## src/rtl/timer_dev.sv

```systemverilog
// timer_dev: memory-mapped down-counter with interrupt for the mips data bus.
// Registers (word offsets): 0 = CTRL {IM, MODE[1:0], EN}, 1 = PRESET, 2 = COUNT (read-only), 3 = reserved.
// Optional build macro TIMER_BYTE_WRITE_EN: honour byteen per byte on CTRL/PRESET writes.
// Without it, any write with byteen != 0 writes the whole word and byteen == 0 is no write.
// The bus is a plain strobe interface: a write is a single cycle with we=1, there is no
// valid/ready handshake; reads are combinational from addr.
module timer_dev #(
    parameter logic [31:0] RESET_PRESET = 32'd0
) (
    input  logic        clk,
    input  logic        reset,
    input  logic [29:0] addr,
    input  logic        we,
    input  logic [3:0]  byteen,
    input  logic [31:0] wdata,
    output logic [31:0] rdata,
    output logic        irq,
    output logic [1:0]  dbg_state
);

    typedef enum logic [1:0] {
        IDLE = 2'd0,
        LOAD = 2'd1,
        CNT  = 2'd2,
        INT  = 2'd3
    } state_t;

    state_t      state, state_next;
    logic [3:0]  ctrl, ctrl_next;
    logic [31:0] preset, preset_next;
    logic [31:0] count, count_next;
    logic        irq_flag, flag_next;

    logic        ctrl_wr;
    logic        preset_wr;
    logic [3:0]  ctrl_wdata;
    logic [31:0] preset_wdata;

    // Only the register select bits of the word address are decoded.
    logic        unused_addr_bits;
    assign unused_addr_bits = ^addr[29:2];

    // Bus write decode: which register is written and with what merged value.
    always_comb begin
        ctrl_wr      = 1'b0;
        preset_wr    = 1'b0;
        ctrl_wdata   = wdata[3:0];
        preset_wdata = wdata;
`ifdef TIMER_BYTE_WRITE_EN
        ctrl_wr   = we && (addr[1:0] == 2'd0) && byteen[0];
        preset_wr = we && (addr[1:0] == 2'd1) && (byteen != 4'b0000);
        for (int i = 0; i < 4; i++) begin
            preset_wdata[8*i +: 8] = byteen[i] ? wdata[8*i +: 8] : preset[8*i +: 8];
        end
`else
        ctrl_wr   = we && (addr[1:0] == 2'd0) && (byteen != 4'b0000);
        preset_wr = we && (addr[1:0] == 2'd1) && (byteen != 4'b0000);
`endif
    end

    // Next-state logic: FSM step first, then bus writes override (bus write wins).
    always_comb begin
        state_next  = state;
        ctrl_next   = ctrl;
        preset_next = preset;
        count_next  = count;
        flag_next   = irq_flag;

        case (state)
            IDLE: begin
                if (ctrl[0]) state_next = LOAD;
            end
            LOAD: begin
                count_next = preset;
                flag_next  = 1'b0;
                state_next = CNT;
            end
            CNT: begin
                if (!ctrl[0]) begin
                    state_next = IDLE;
                end else if (count > 32'd1) begin
                    count_next = count - 32'd1;
                end else begin
                    // PRESET of 0 or 1 both land here: no wrap below zero.
                    count_next = 32'd0;
                    flag_next  = 1'b1;
                    state_next = INT;
                end
            end
            INT: begin
                if (ctrl[2:1] == 2'b01) begin
                    state_next = LOAD;
                end else begin
                    ctrl_next[0] = 1'b0;
                    state_next   = IDLE;
                end
            end
            default: state_next = IDLE;
        endcase

        if (ctrl_wr) begin
            ctrl_next = ctrl_wdata;
            flag_next = 1'b0;
        end
        if (preset_wr) preset_next = preset_wdata;
    end

    // State and register update with asynchronous active-low reset.
    always_ff @(posedge clk or negedge reset) begin
        if (!reset) begin
            state    <= IDLE;
            ctrl     <= 4'd0;
            preset   <= RESET_PRESET;
            count    <= 32'd0;
            irq_flag <= 1'b0;
        end else begin
            state    <= state_next;
            ctrl     <= ctrl_next;
            preset   <= preset_next;
            count    <= count_next;
            irq_flag <= flag_next;
        end
    end

    // Combinational register read; reserved offset reads zero.
    always_comb begin
        rdata = 32'd0;
        case (addr[1:0])
            2'd0:    rdata = {28'd0, ctrl};
            2'd1:    rdata = preset;
            2'd2:    rdata = count;
            default: rdata = 32'd0;
        endcase
    end

    assign irq       = irq_flag & ctrl[3];
    assign dbg_state = state;

endmodule
```

## config.mk

```make
export PLATFORM = sky130hd
export DESIGN_NAME = timer_dev
export DESIGN_NICKNAME = d
export VERILOG_FILES = /design/src/rtl/timer_dev.sv
export SDC_FILE = /design/constraint.sdc
export NUM_CORES = 1
export LEC_CHECK = 0
export ABC_AREA = 1
export BUFFER_PORTS_ARGS = -buffer_cell sky130_fd_sc_hd__buf_2
export CELL_PAD_IN_SITES_DETAIL_PLACEMENT = 1
export CELL_PAD_IN_SITES_GLOBAL_PLACEMENT = 2
export CORE_ASPECT_RATIO = 1.75
export CORE_MARGIN = 2
export CORE_UTILIZATION = 30
export DETAILED_ROUTE_END_ITERATION = 8
export PLACE_DENSITY = 0.81
export SYNTH_ARGS = -nofsm -noshare
export SYNTH_HDL_FRONTEND = slang
export SYNTH_SLANG_ARGS = --single-unit
```

## constraint.sdc

```tcl
create_clock -name clk -period 1.8 [get_ports clk]
set_input_delay 0.36 -clock clk [delete_from_list [all_inputs] [get_ports clk]]
set_output_delay 0.36 -clock clk [all_outputs]
set_load 0.05 [all_outputs]
```

==> run metrics, run 1 <==
Worst-Skew Late Latency 0.34 ns; VDD IR max 0.0005774 V; Routed WL 16640 um; I/O pins 104; FF-to-FF End count[18]; syn nets 672; Max-slew headroom 67.53%; most used cell, CP nor2_4; initial antenna violation count 0; die span in x 95.24 um; clk buf depth 2; global route overflow 0; Comb power frac 50.4%; clock sink count 71; Final GP Congestion 0.8108; status complete, no violations; Slew Limit Fails 0; Fin. Hold Viols 0; antenna viol nets, final 0; cell area after synthesis 4370 sq um; R2R cell count 9; RSZ-0062 raised after global routing yes; vias per cell 5.029; Buffers on Ports 75; worst clock skew 0.007951 ns; Worst-path clk slew 0.06 ns; Sequential Power Share 29.0%; R2R Setup Slk 0.03 ns; worst-path fanout max 7; Final min period 1.768 ns; CP max stage cell dfrtp_1; Net Sw Frac 45.90%; Cell Count, Final, Fillers Out 905; Worst Tran Pin Value 0.4870 ns; crit-path cells nor2_2, nand2_1, nor2_4, nand3_2, nor2_4, nor2_4, buf_12, a21oi_1, nor2_1; Pint 5.034 mW; Avg Inst Size Synth 7.272 sq um; Req. time, crit path 2.03 ns; DRC 0; drt pass-1 iters 4; Worst EP arrival 2.00 ns; final period utilization 98.22%; Yosys reg bits 71; Startpoint Class register; post-synth cell types 34; FMAX 565.6 MHz; hpwl dp 11880 um; Placed Instances 874; most common library cell in the layout ignoring fill and taps nand2_1; max-cap check violation count 0; slowest stage delay, CP 0.40 ns; largest net degree at the start of global routing 47; Yosys Warn Count 0; Critical path origin count[9]; static leakage 2.891 nW; WP depth 9; CP top delay family simple AND/OR/NAND/NOR gates; final instance area 6003 sq um; Pwr per Cell Area 1550 nW/um^2; routed len/inst 18.39 um; Final Worst Setup Slack 0.03198 ns; Worst R2R Start count[9]; Synth-to-Final Area Change 37.36%; Main synth FF type dfrtp_1; WP buf/inv 1; Multi-input gate area 2341 sq um; critical setup path kind register to register; CTS tree built; CP Capture Type register; root buf cell clkbuf_16; sequential-to-total area share from yosys stat 40.65%; H-tree depth 3; starting density of the core 30.57%; Fillers 1771; Power Total 9.306 mW; Hold WS 0.2673 ns; vias in the first global route 4985; Core Region 14300 sq um; placed cell area 5265 sq um; total track usage 22.02%; die span in y 163.7 um; share of synthesized registers carrying an async set or reset 100.0%; drt first-iter violations 163; Clock power frac 20.7%; share of layout cells above drive strength 1 31.31%; row cnt 58; vias 4551; DP Worst Slack -0.07827 ns; Ant. Diodes 0; first-pass GRT wire length 25650 um; CTS buffer count 9; min-delay worst type input pin to register; Critical Path End count[18]; fin nets 792; Storage cell area 1779 sq um; Post-synth EDFFs 0; die area 15590 sq um; Sw Pwr 4.272 mW; commonest cells after routing, fill and taps aside 88 x nand2_1, 85 x inv_1, 80 x nor2_1; # setup viols final 0; Syn Inst Count 601
## stage by stage
stage,utilization (%),setup TNS (ns)
after floorplan,-,-7.472
after global placement,36.83,-0.2268
after detailed placement,36.83,-0.7807
after CTS,40.11,0
after global routing,41.99,-0.3427
final,41.99,0
## routing by layer
metal	share of wire (%)	wire [um]	up-vias	global-route usage, %
li1	-	-	2192	-
met1	37	6183	2243	24.83
met2	57	9544	87	40.65
met3	2.3	384	29	2.998
met4	3.2	529	0	8.696
met5	0	0	-	0
## cell usage after synthesis, drive strengths merged, types with 2 or more instances
cell | n | area [sq um]
nor2 | 114 | 506.7
nand2 | 99 | 386.6
inv | 89 | 334.1
dfrtp | 71 | 1777
a21oi | 65 | 329.1
o21ai | 47 | 235.2
nand3 | 34 | 225.2
o22ai | 25 | 156.4
buf | 15 | 112.6
clkbuf | 9 | 33.78
xor2 | 9 | 78.83
nand4 | 5 | 31.28
o221ai | 4 | 35.03
nor3 | 3 | 20.02
a22oi | 2 | 15.01
ha | 2 | 25.02
## worst register-to-register path: cells and delay by family, from the launching register on
family	cells	cell delay, ns
AND/OR/NAND/NOR	7	0.93
AO/OA/AOI/OAI	1	0.17
buffers and inverters	1	0.16
flip-flops	1	0.40
## sequential cells by signal (all words and copies together), names as in the netlist
register and cells:
irq_flag 1, preset 32, dbg_state 2, count 32
ctrl 4
## repair_timing
action / CTS / global route
pin swaps: 4 / 7
setup buffers: 4 / 8
hold buffers: 1 / 0
gates resized for setup: 19 / 64
endpoints found under the setup margin: 27 / 58
cloned: 2 / 1
endpoints found under the hold margin: 15 / 0
## power groups by stage
stage / registers, mW / clock network, mW / logic [mW]
detailed placement: 2.64 / 0 / 4.08
global placement: 2.61 / 0 / 3.96
finish: 2.70 / 1.92 / 4.69
global route: 2.77 / 2.02 / 5.13
CTS: 2.62 / 1.96 / 4.30
floorplan: 2.59 / 0 / 2.63
## worst min-delay path by stage
stage,from,end,slack [ns],cells after the start
floorplan,reset,count[0],0.06,0
global placement,reset,preset[12],0.35,1
detailed placement,reset,preset[12],0.35,1
CTS,wdata[9],preset[9],0.27,3
global route,wdata[9],preset[9],0.28,3
finish,wdata[9],preset[9],0.27,3
## area by class of cell
| cell class | count | share of cell area (%) |
|---|---|---|
| clock buffers | 9 | 3.752 |
| clock inverters | 6 | 1.438 |
| inverters | 89 | 5.627 |
| multi-input cells | 419 | 39.00 |
| flip-flops and latches | 71 | 29.64 |
| well taps | 180 | 3.752 |
| repair buffers | 131 | 16.80 |
## cells by family (layout without fill, tap and decap cells)
group / Yosys count / after routing / synth area share [%]
AND/OR/NAND/NOR: 260 / 262 / 27.83
AO/OA/AOI/OAI: 146 / 146 / 18.15
buffers and inverters: 113 / 235 / 10.99
flip-flops: 71 / 71 / 40.65
XOR/XNOR: 9 / 9 / 1.804
adder cells (fa/ha/maj): 2 / 2 / 0.5725
No activity file was read; power rests on OpenSTA's default activity.
==> run 2, diff against run 1 <==
ABC_AREA = unset   (was 1)
CAP_MARGIN = 20   (was unset)
CORE_UTILIZATION = 33   (was 30)
PLACE_DENSITY = 0.8   (was 0.81)
==> run 2 against run 1 <==
- the run now ends with setup timing left
- die area shrank 12%
- worst setup slack worse by 0.41 ns
- fmax shrank 19%
- sequential power down 3%
- critical path depth down 4
- clock skew decreased by 0.0018 ns
- hold slack lost 0.24 ns
- combinational power rose by 26%
- non-clock buffer count rose by 56
- area after synthesis decreased by 3.2%
- critical path type unchanged
- largest power group unchanged
==> run metrics, run 2 <==
status finished with violations; violated checks setup timing; Main synth FF type dfrtp_1; Simple-Gate Fraction of Synth Area 20.71%; total track usage 24.77%; die span in y 153.8 um; Synth top area share 42.01%; vias in the first global route 4853; CTS buffer count 9; clk buf depth 2; worst-path fanout max 4; row cnt 54; Post-synth EDFFs 0; largest family of logic cells by synthesized area simple AND/OR/NAND/NOR gates; die span in x 89.58 um; Synth area leaders dfrtp_1 42%, mux2_2 9.3%, a22o_1 6.0%, a21oi_1 3.0%, clkbuf_1 2.8%; Req. time, crit path 2.03 ns; Final min period 2.174 ns; Ant. Diodes 0; Slew Limit Fails 0; fin nets 663; top flop regs count x32, preset x32, ctrl x4; VDD IR max 0.0005788 V; Max-slew headroom 57.74%; largest net degree at the start of global routing 72; DRC 0; Worst EP arrival 2.40 ns; Hold WS 0.03216 ns; XOR/XNOR Fraction of Synth Area 0%; commonest cells after routing, fill and taps aside 103 x buf_4, 72 x buf_2, 69 x dfrtp_1; multiplexer area fraction after synthesis 11.92%; DP Worst Slack -0.4006 ns; CTS tree built; Fillers 1427; synth cell count leaders 71 x dfrtp_1, 35 x mux2_2, 31 x clkbuf_1; Startpoint Class register; hpwl dp 11620 um; root buf cell clkbuf_16; Pwr per Cell Area 1656 nW/um^2; antenna viol nets, final 0; Post-Synth Adder-Cell Area 0.5917%; first-pass GRT wire length 25900 um; Final Worst Setup Slack -0.3744 ns; cell taking the most area after synthesis dfrtp_1; final period utilization 120.8%; Fin. Hold Viols 0; drt pass-1 iters 4; worst clock skew 0.006121 ns; cts hold-fix bufs 0; sequential-to-total area share from yosys stat 42.01%; Synth-to-Final Area Change 48.52%; global route overflow 0; RSZ-0062 raised after global routing yes; # setup viols final 34; min-delay worst type input pin to async pin; Buffers on Ports 75; most common library cell in the layout ignoring fill and taps buf_4; cell area after synthesis 4229 sq um; share of synthesized registers carrying an async set or reset 100.0%; Yosys Warn Count 0; top-count cell post-synth dfrtp_1; FMAX 459.9 MHz; share of layout cells above drive strength 1 53.94%; Worst-path clk slew 0.06 ns; routed len/inst 21.35 um; CP Capture Type register; drt first-iter violations 193; post-synth cell types 58; starting density of the core 33.83%; H-tree depth 3; Routed WL 16330 um; critical setup path kind register to register; static leakage 2.824 nW; final core occ 50.25%; Worst Tran Pin Value 0.6260 ns; post-route setup TNS -10.32 ns; I/O pins 104; syn nets 502; Final GP Congestion 0.9015; Worst-Skew Late Latency 0.35 ns; Yosys reg bits 71; Avg Inst Size Synth 9.812 sq um; initial antenna violation count 0; clock sink count 71; vias 4319; Synth Area in Compound Gates 20.41%; Core Region 12500 sq um; vias per cell 5.646; die area 13770 sq um; Syn Inst Count 431; Power Total 10.40 mW; max-cap check violation count 0
[run 2: cell count changes after synthesis, moves of 12 or more]
cell	change
o22ai_1	-21
nor2_1	-79
nand3_1	-12
and3_1	+14
nand2_1	-65
o21ai_0	-31
a21oi_1	-39
a22o_1	+29
clkbuf_1	+22
mux2_2	+35
inv_1	-82
[run 2: metrics by stage]
stage               cells  cell area [sq um]
floorplan             431               4419
global placement      736               5620
detailed placement    736               5620
CTS                   762               6157
global route          765               6281
finish                765               6281
[run 2: power by group]
part	internal, mW	switching (mW)
clock network	1.18	0.715
registers	2.17	0.435
logic	2.50	3.39
[run 2: final cells by class]
type / instances / area, sq um / area share [%]
inverter: 7 / 26.28 / 0.4183
clock buffer: 13 / 270.3 / 4.303
timing repair buffer: 187 / 1321 / 21.04
sequential: 71 / 1779 / 28.33
clock inverter: 3 / 40.04 / 0.6375
multi-input combinational: 316 / 2634 / 41.93
tap: 168 / 210.2 / 3.347
[run 2: path summary, 6_finish.rpt]
path                            start          to  slack, ns  cells after the start
min reg2reg                preset[31]  preset[31]       0.53                      1
max in group asynchronous       reset   count[18]       1.42                      2
min                             reset   preset[7]       0.03                      2
min in group clk            wdata[21]  preset[21]       0.24                      2
max                         count[11]   count[25]      -0.37                      5
max reg2reg                 count[11]   count[25]      -0.37                      5
[run 2: critical path: stages, from the launching register on]
cell,delay (ns)
dfrtp_1,0.37
or4_4,0.56
or4_4,0.61
nor4_4,0.16
mux2i_1,0.25
o22ai_2,0.10
[run 2: cells by family (layout without fill, tap and decap cells)]
logic type | Yosys count | count (layout)
and+or+nand+nor | 148 | 148
buffers and inverters | 44 | 210
AOI/OAI and AO/OA | 120 | 120
DFF | 71 | 71
muxes | 46 | 46
adders and majority gates | 2 | 2
[run 2: metal layers]
metal / track usage, % / part of all wire (%)
met1: 27.75 / 38
met2: 43.17 / 55
met3: 3.650 / 3.0
met4: 13.57 / 4.4
met5: 0 / 0
[run 2: repair_timing]
action                     CTS  global route
setup endpoints to repair   35            37
setup buffers                8             3
pin swaps                   22             7
cloned                       2             0
gates resized for setup     34            20
